$ cat config.mk
export PLATFORM = sky130hd
export DESIGN_NAME = bist_ora_misr
export DESIGN_NICKNAME = d
export VERILOG_FILES = /design/src/rtl/bist_pkg.sv /design/src/rtl/misr_core.sv /design/src/rtl/bist_ora_misr.sv
export SDC_FILE = /design/constraint.sdc
export NUM_CORES = 1
export LEC_CHECK = 0
export CORE_UTILIZATION = 49
export CTS_BUF_LIST = sky130_fd_sc_hd__clkbuf_4
export DETAILED_ROUTE_END_ITERATION = 16
export HOLD_SLACK_MARGIN = 0.15
export PLACE_DENSITY = 0.95
export SLEW_MARGIN = 40
export SYNTH_ARGS = -nofsm -noshare
export SYNTH_HDL_FRONTEND = slang
export SYNTH_SLANG_ARGS = --single-unit
$ cat constraint.sdc
create_clock -name clk -period 2.4 [get_ports clk]
set_input_delay 0.48 -clock clk [delete_from_list [all_inputs] [get_ports clk]]
set_output_delay 0.48 -clock clk [all_outputs]
set_load 0.01 [all_outputs]
$ cat src/rtl/bist_pkg.sv
// Shared types and helpers for the BIST output response analyser.
// Holds the analyser state encoding, the default feedback taps and the
// pure next-signature function used by the combinational MISR core.
package bist_pkg;

  typedef enum logic [1:0] {
    IDLE    = 2'd0,
    COMPACT = 2'd1,
    CHECK   = 2'd2,
    DONE    = 2'd3
  } ora_state_t;

  // x^8 + x^4 + x^3 + x^2 + 1, implicit x^8 term excluded.
  localparam logic [7:0] DEFAULT_POLY = 8'h1D;

  // Widest signature the helper function supports; callers zero-extend.
  localparam int MISR_MAX_W = 64;

  // One MISR step: shift left, fold MSB back through the taps, then XOR in
  // the response channels. Only the low 'width' bits are meaningful.
  function automatic logic [MISR_MAX_W-1:0] misr_next(
    input logic [MISR_MAX_W-1:0] sig,
    input logic [MISR_MAX_W-1:0] resp,
    input logic [MISR_MAX_W-1:0] poly,
    input int                    width,
    input int                    channels
  );
    logic [MISR_MAX_W-1:0] wmask;
    logic [MISR_MAX_W-1:0] cmask;
    logic [MISR_MAX_W-1:0] fb;
    wmask = '0;
    cmask = '0;
    for (int i = 0; i < MISR_MAX_W; i++) begin
      if (i < width)    wmask[i] = 1'b1;
      if (i < channels) cmask[i] = 1'b1;
    end
    // wmask & ~(wmask >> 1) isolates bit width-1, i.e. the signature MSB.
    fb = {MISR_MAX_W{|(sig & wmask & ~(wmask >> 1))}};
    return ((sig << 1) ^ (poly & fb) ^ (resp & cmask)) & wmask;
  endfunction

endpackage

$ cat src/rtl/misr_core.sv
// Combinational next-signature logic for the MISR.
// Ports: sig (current signature), resp (response channels), sig_next.
// Purely combinational; no state, no handshake.
module misr_core
  import bist_pkg::*;
#(
  parameter int              WIDTH    = 8,
  parameter int              CHANNELS = 1,
  parameter logic [WIDTH-1:0] POLY    = WIDTH'(DEFAULT_POLY)
) (
  input  logic [WIDTH-1:0]    sig,
  input  logic [CHANNELS-1:0] resp,
  output logic [WIDTH-1:0]    sig_next
);

  logic [MISR_MAX_W-1:0] full;

  assign full = misr_next(MISR_MAX_W'(sig), MISR_MAX_W'(resp),
                          MISR_MAX_W'(POLY), WIDTH, CHANNELS);
  assign sig_next = full[WIDTH-1:0];

  // Upper bits are always zero from the helper; fold them so they are consumed.
  generate
    if (WIDTH < MISR_MAX_W) begin : g_hi
      logic unused_hi;
      assign unused_hi = |full[MISR_MAX_W-1:WIDTH];
    end
  endgenerate

endmodule

$ cat src/rtl/bist_ora_misr.sv
// MISR output response analyser: compacts NUM_PATTERNS responses, then checks.
// Ports: clk/rst, init (start run), en+resp (response), seed, golden,
//        sig, busy, done, pass, fail. All outputs are registered state.
module bist_ora_misr
  import bist_pkg::*;
#(
  parameter int               WIDTH        = 8,
  parameter int               CHANNELS     = 1,
  parameter logic [WIDTH-1:0] POLY         = WIDTH'(DEFAULT_POLY),
  parameter int               NUM_PATTERNS = 16
) (
  input  logic                clk,
  input  logic                rst,
  input  logic                init,
  input  logic                en,
  input  logic [CHANNELS-1:0] resp,
  input  logic [WIDTH-1:0]    seed,
  input  logic [WIDTH-1:0]    golden,
  output logic [WIDTH-1:0]    sig,
  output logic                busy,
  output logic                done,
  output logic                pass,
  output logic                fail
);

  // Counter holds up to NUM_PATTERNS so it never wraps.
  localparam int              CW   = $clog2(NUM_PATTERNS + 1);
  localparam logic [CW-1:0]   LAST = CW'(NUM_PATTERNS - 1);

  ora_state_t       state;
  logic [CW-1:0]    count;
  logic [WIDTH-1:0] sig_next;

  misr_core #(
    .WIDTH    (WIDTH),
    .CHANNELS (CHANNELS),
    .POLY     (POLY)
  ) u_core (
    .sig      (sig),
    .resp     (resp),
    .sig_next (sig_next)
  );

  always_ff @(posedge clk) begin
    if (rst) begin
      state <= IDLE;
      sig   <= '0;
      count <= '0;
      pass  <= 1'b0;
      fail  <= 1'b0;
    end else if (init) begin
      // init wins over en: this cycle's resp is deliberately dropped.
      state <= COMPACT;
      sig   <= seed;
      count <= '0;
      pass  <= 1'b0;
      fail  <= 1'b0;
    end else begin
      case (state)
        COMPACT: begin
          if (en) begin
            sig   <= sig_next;
            count <= count + CW'(1);
            if (count == LAST) state <= CHECK;
          end
        end
        CHECK: begin
          pass  <= (sig == golden);
          fail  <= (sig != golden);
          state <= DONE;
        end
        default: begin
          // IDLE and DONE hold everything until init or rst.
        end
      endcase
    end
  end

  assign busy = (state == COMPACT) || (state == CHECK);
  assign done = (state == DONE);

endmodule

==> metrics list <==
* Router iterations before antenna repair: 4
- Walking the worst path, the cells encountered are inv_1 > ha_1 > inv_1 > clkdlybuf4s50_1.
- Buffers inserted by post-CTS timing repair: 0
- The setup path with the least slack is of type register to output port.
- CP max FO: 4
- Net Sw Frac: 0.259
- Data required time of the critical path: 1.92 ns
- The number of clock buffers added by TritonCTS is 3.
- Root buffer selected by CTS: sky130_fd_sc_hd__clkbuf_4
* Slowest CP cell: sky130_fd_sc_hd__clkdlybuf4s50_1
- GR Layer Usage met3: 0.0280
- Power spread over the standard cell area amounts to 475 nW/um2.
- Global routing usage on met2: 0.432
- Of the total synthesized cell area, the portion taken by AND, OR, NAND and NOR gates is 0.161.
- H-tree Lvls: 1
- Most common cell type on the critical path: sky130_fd_sc_hd__inv_1
- By area, the combinational part of the netlist is dominated by simple AND/OR/NAND/NOR gates.
- Of the total synthesized cell area, the portion taken by full adders, half adders and majority gates is 0.0683.
* Cells after synthesis: 103
- Setup crit start kind: register
* Total Nets Final: 161
- Final-layout setup total negative slack: 0 ns
- Xor/xnor share of the synthesized area: 0.143
* Area of the multi-input gates: 510 um2
* Most used routing layer: met2
- TritonCTS built the clock tree.
- The total overflow left after global routing is 0.
- The area growth from synthesis to layout is 37.8%.
- For this design the total switching power over the nets is 155 uW.
* Average wire per standard cell: 12.8 um
- Post-synth design cell area: 916 um2
- In the routed layout, each cell is associated on average with a via count of 5.09.
- Die Span Y: 45.2 um
- Met1 layer usage reported by global route: 0.267
- Die ar.: 2050 um2
- Setup repair after global routing left no endpoint under its margin.
- Max-cap violations in this run came to 0.
- The first global-routing pass estimated 3410 um of wire.
- The congestion estimate from routability-driven global placement came to 0.775.
- Slew margin rel.: 0.680
* Number of synthesis warnings: 0
* Power share of the sequential group: 0.517
* Fin. Hold Viols: 0
- Min Tclk post-route: 2.08 ns
- STA classifies the critical path endpoint as an output port.
- In this run the standard cell core region covers 1750 um2.
- The initial antenna violation count was 0.
* Clock share of power: 0.276
* Total DRC errors in the routed layout: 0
- For this design the static power due to leakage is 0.000478 uW.
* Maximum single-stage delay on the critical path: 0.52 ns
- Cell internal power was estimated by the tool at 444 uW.
- After synthesis, the mean cell area works out to 8.89 um2.
- The filler cells instantiated in the layout total 146.
* Result of the run: finished, final reports clean
- Setup slack of the worst register-to-register path: 0.90 ns
* Max clock buf depth: 2
- Number of setup violations in the final report: 0
- The via count of the first global-routing pass is 809.
- Initial core utilization: 0.525
- The compound-gate portion of the synthesized area is 0.130.
* Port Buffer Count: 32
- Of the post-synthesis cell area, the part taken by muxes is 0.0546.
- Placed cells: 155
* Number of design-rule violations left by the first detailed-router iteration: 8
* Critical path data arrival time: 1.60 ns
- Number of gates given a new drive strength after cts: 0
- After floorplanning, the core was divided into 15 placement rows.
* Number of ports placed on the die boundary: 33
* Diode count: 0
* Total number of vias: 809
* Final standard cell count with taps included and fillers excluded: 159
- Transition time at the pin with the least slew margin: 0.480 ns
- Share of post-route cells with drive strength above 1: 0.0448
- Of the total power, combinational logic draws 0.206.
* Final clock period utilization by the worst path: 0.865
* Storage cell area: 340 um2
- Of the synthesized area, sequential elements account for 0.372.
* Final Max Tran Viols: 0
* Fmax achieved: 482 MHz
- The synthesized netlist contains 25 unique library cells.
- Entering global routing, the biggest net connects 21 pins.
- Yosys reg bits: 17
* Register clock-pin slew on the reported worst setup and hold paths: 0.10 ns
- Number of nets with antenna violations after routing: 0
* Class of the tightest hold or removal check: register to register
- Across every metal layer, demand over resource in global routing totals 0.235.
- Clock latency on the worst-skew pair, taken at its later pin, is 0.29 ns.
- The number of nets handed over by synthesis was 129.
* Overall die width: 45.2 um
- For this design, the sink count on the clock tree is 17.
- VDD sags by at most 0.264 mV.
- In this run, post-CTS hold repair placed 0 buffers.
* Final setup skew: 0.00409 ns
- Detailed placement finished with a half-perimeter wire length of 1590 um.
- The routed design has 2040 um of wire.
-- worst max-delay path, delay by kind of cell (launching register included) --
family	cells	cell delay, ns
fa+ha+maj	1	0.28
buf+inv	3	0.64
flops	1	0.39
-- power groups by stage --
stage	combinational [uW]	clock, uW	sequential [uW]
floorplan	61.1	0	316
CTS	124	172	310
global route	135	183	312
detailed placement	123	0	316
finish	124	166	310
global placement	119	0	316
-- per-layer routing --
layer / wire length [um] / vias to the layer above
met2: 1040 / 18
met1: 886 / 376
li1: - / 406
met3: 48 / 9
met5: 0 / -
met4: 59 / 0
-- through the flow --
| stage | hold slack (ns) | power (uW) | util | setup slack (ns) | instance area (um2) |
|---|---|---|---|---|---|
| final | 0.511 | 600 | 0.723 | 0.324 | 1260 |
| after global routing | 0.527 | 630 | 0.723 | 0.248 | 1260 |
| after CTS | 0.509 | 607 | 0.723 | 0.303 | 1260 |
| after detailed placement | 0.492 | 440 | 0.706 | 0.534 | 1230 |
| after global placement | 0.481 | 435 | 0.706 | 0.583 | 1230 |
| after floorplan | 0.471 | 377 | - | 1.08 | 916 |
-- state kept, by name, indices dropped and copies added, names as in the netlist --
| signal | count |
|---|---|
| count | 5 |
| fail | 1 |
| pass | 1 |
| sig | 8 |
| state | 2 |
-- cell families (layout without fill, tap and decap cells) --
| logic type | Yosys count | in the layout |
|---|---|---|
| xor+xnor | 15 | 15 |
| buf+inv | 12 | 43 |
| compound gates | 18 | 18 |
| mux | 5 | 5 |
| simple gates | 31 | 31 |
| fa+ha+maj | 5 | 5 |
| flops | 17 | 17 |
-- synthesized netlist by cell type (all sizes together) --
cell	number	area share
a211oi	5	0.041
nand4	2	0.014
dfxtp	17	0.37
a21oi	6	0.033
ha	5	0.068
mux2i	5	0.055
nand2	10	0.041
nor3	1	0.0055
and3	1	0.0068
xnor2	6	0.057
a221oi	1	0.0096
xor2	9	0.086
buf	6	0.046
nor2	11	0.045
o211ai	4	0.033
or2	1	0.0068
nand2b	1	0.0068
nand3b	1	0.0082
and2	1	0.0068
inv	6	0.025
a21boi	1	0.0082
nor3b	1	0.014
nor4	1	0.0068
o21ai	1	0.0055
-- cell usage in the layout (no fill, tap or decap), types with 4 or more instances in the layout --
| cell type | instances |
|---|---|
| sky130_fd_sc_hd__a211oi_1 | 5 |
| sky130_fd_sc_hd__mux2i_1 | 5 |
| sky130_fd_sc_hd__nand2_1 | 10 |
| sky130_fd_sc_hd__clkdlybuf4s50_1 | 32 |
| sky130_fd_sc_hd__inv_1 | 6 |
| sky130_fd_sc_hd__a21oi_1 | 6 |
| sky130_fd_sc_hd__ha_1 | 5 |
| sky130_fd_sc_hd__o211ai_1 | 4 |
| sky130_fd_sc_hd__xnor2_1 | 6 |
| sky130_fd_sc_hd__dfxtp_1 | 17 |
| sky130_fd_sc_hd__nor2_1 | 11 |
| sky130_fd_sc_hd__clkbuf_4 | 4 |
| sky130_fd_sc_hd__xor2_1 | 9 |
-- worst paths after layout --
path                            to  cells past startpoint                   from
max                           busy                      4  state[0]$_SDFFE_PP0P_
min          count[4]$_SDFFE_PP0P_                      2  count[4]$_SDFFE_PP0P_
max reg2reg  state[0]$_SDFFE_PP0P_                      7  count[0]$_SDFFE_PP0P_
min reg2reg  count[4]$_SDFFE_PP0P_                      2  count[4]$_SDFFE_PP0P_
-- layout make-up --
class	instances	area share
clock buffers	4	0.0238
inverters	6	0.0178
multi-input cells	74	0.404
flip-flops and latches	17	0.270
well taps	25	0.0248
repair buffers	33	0.260
Note: power is estimated with default switching activity, not from simulation.
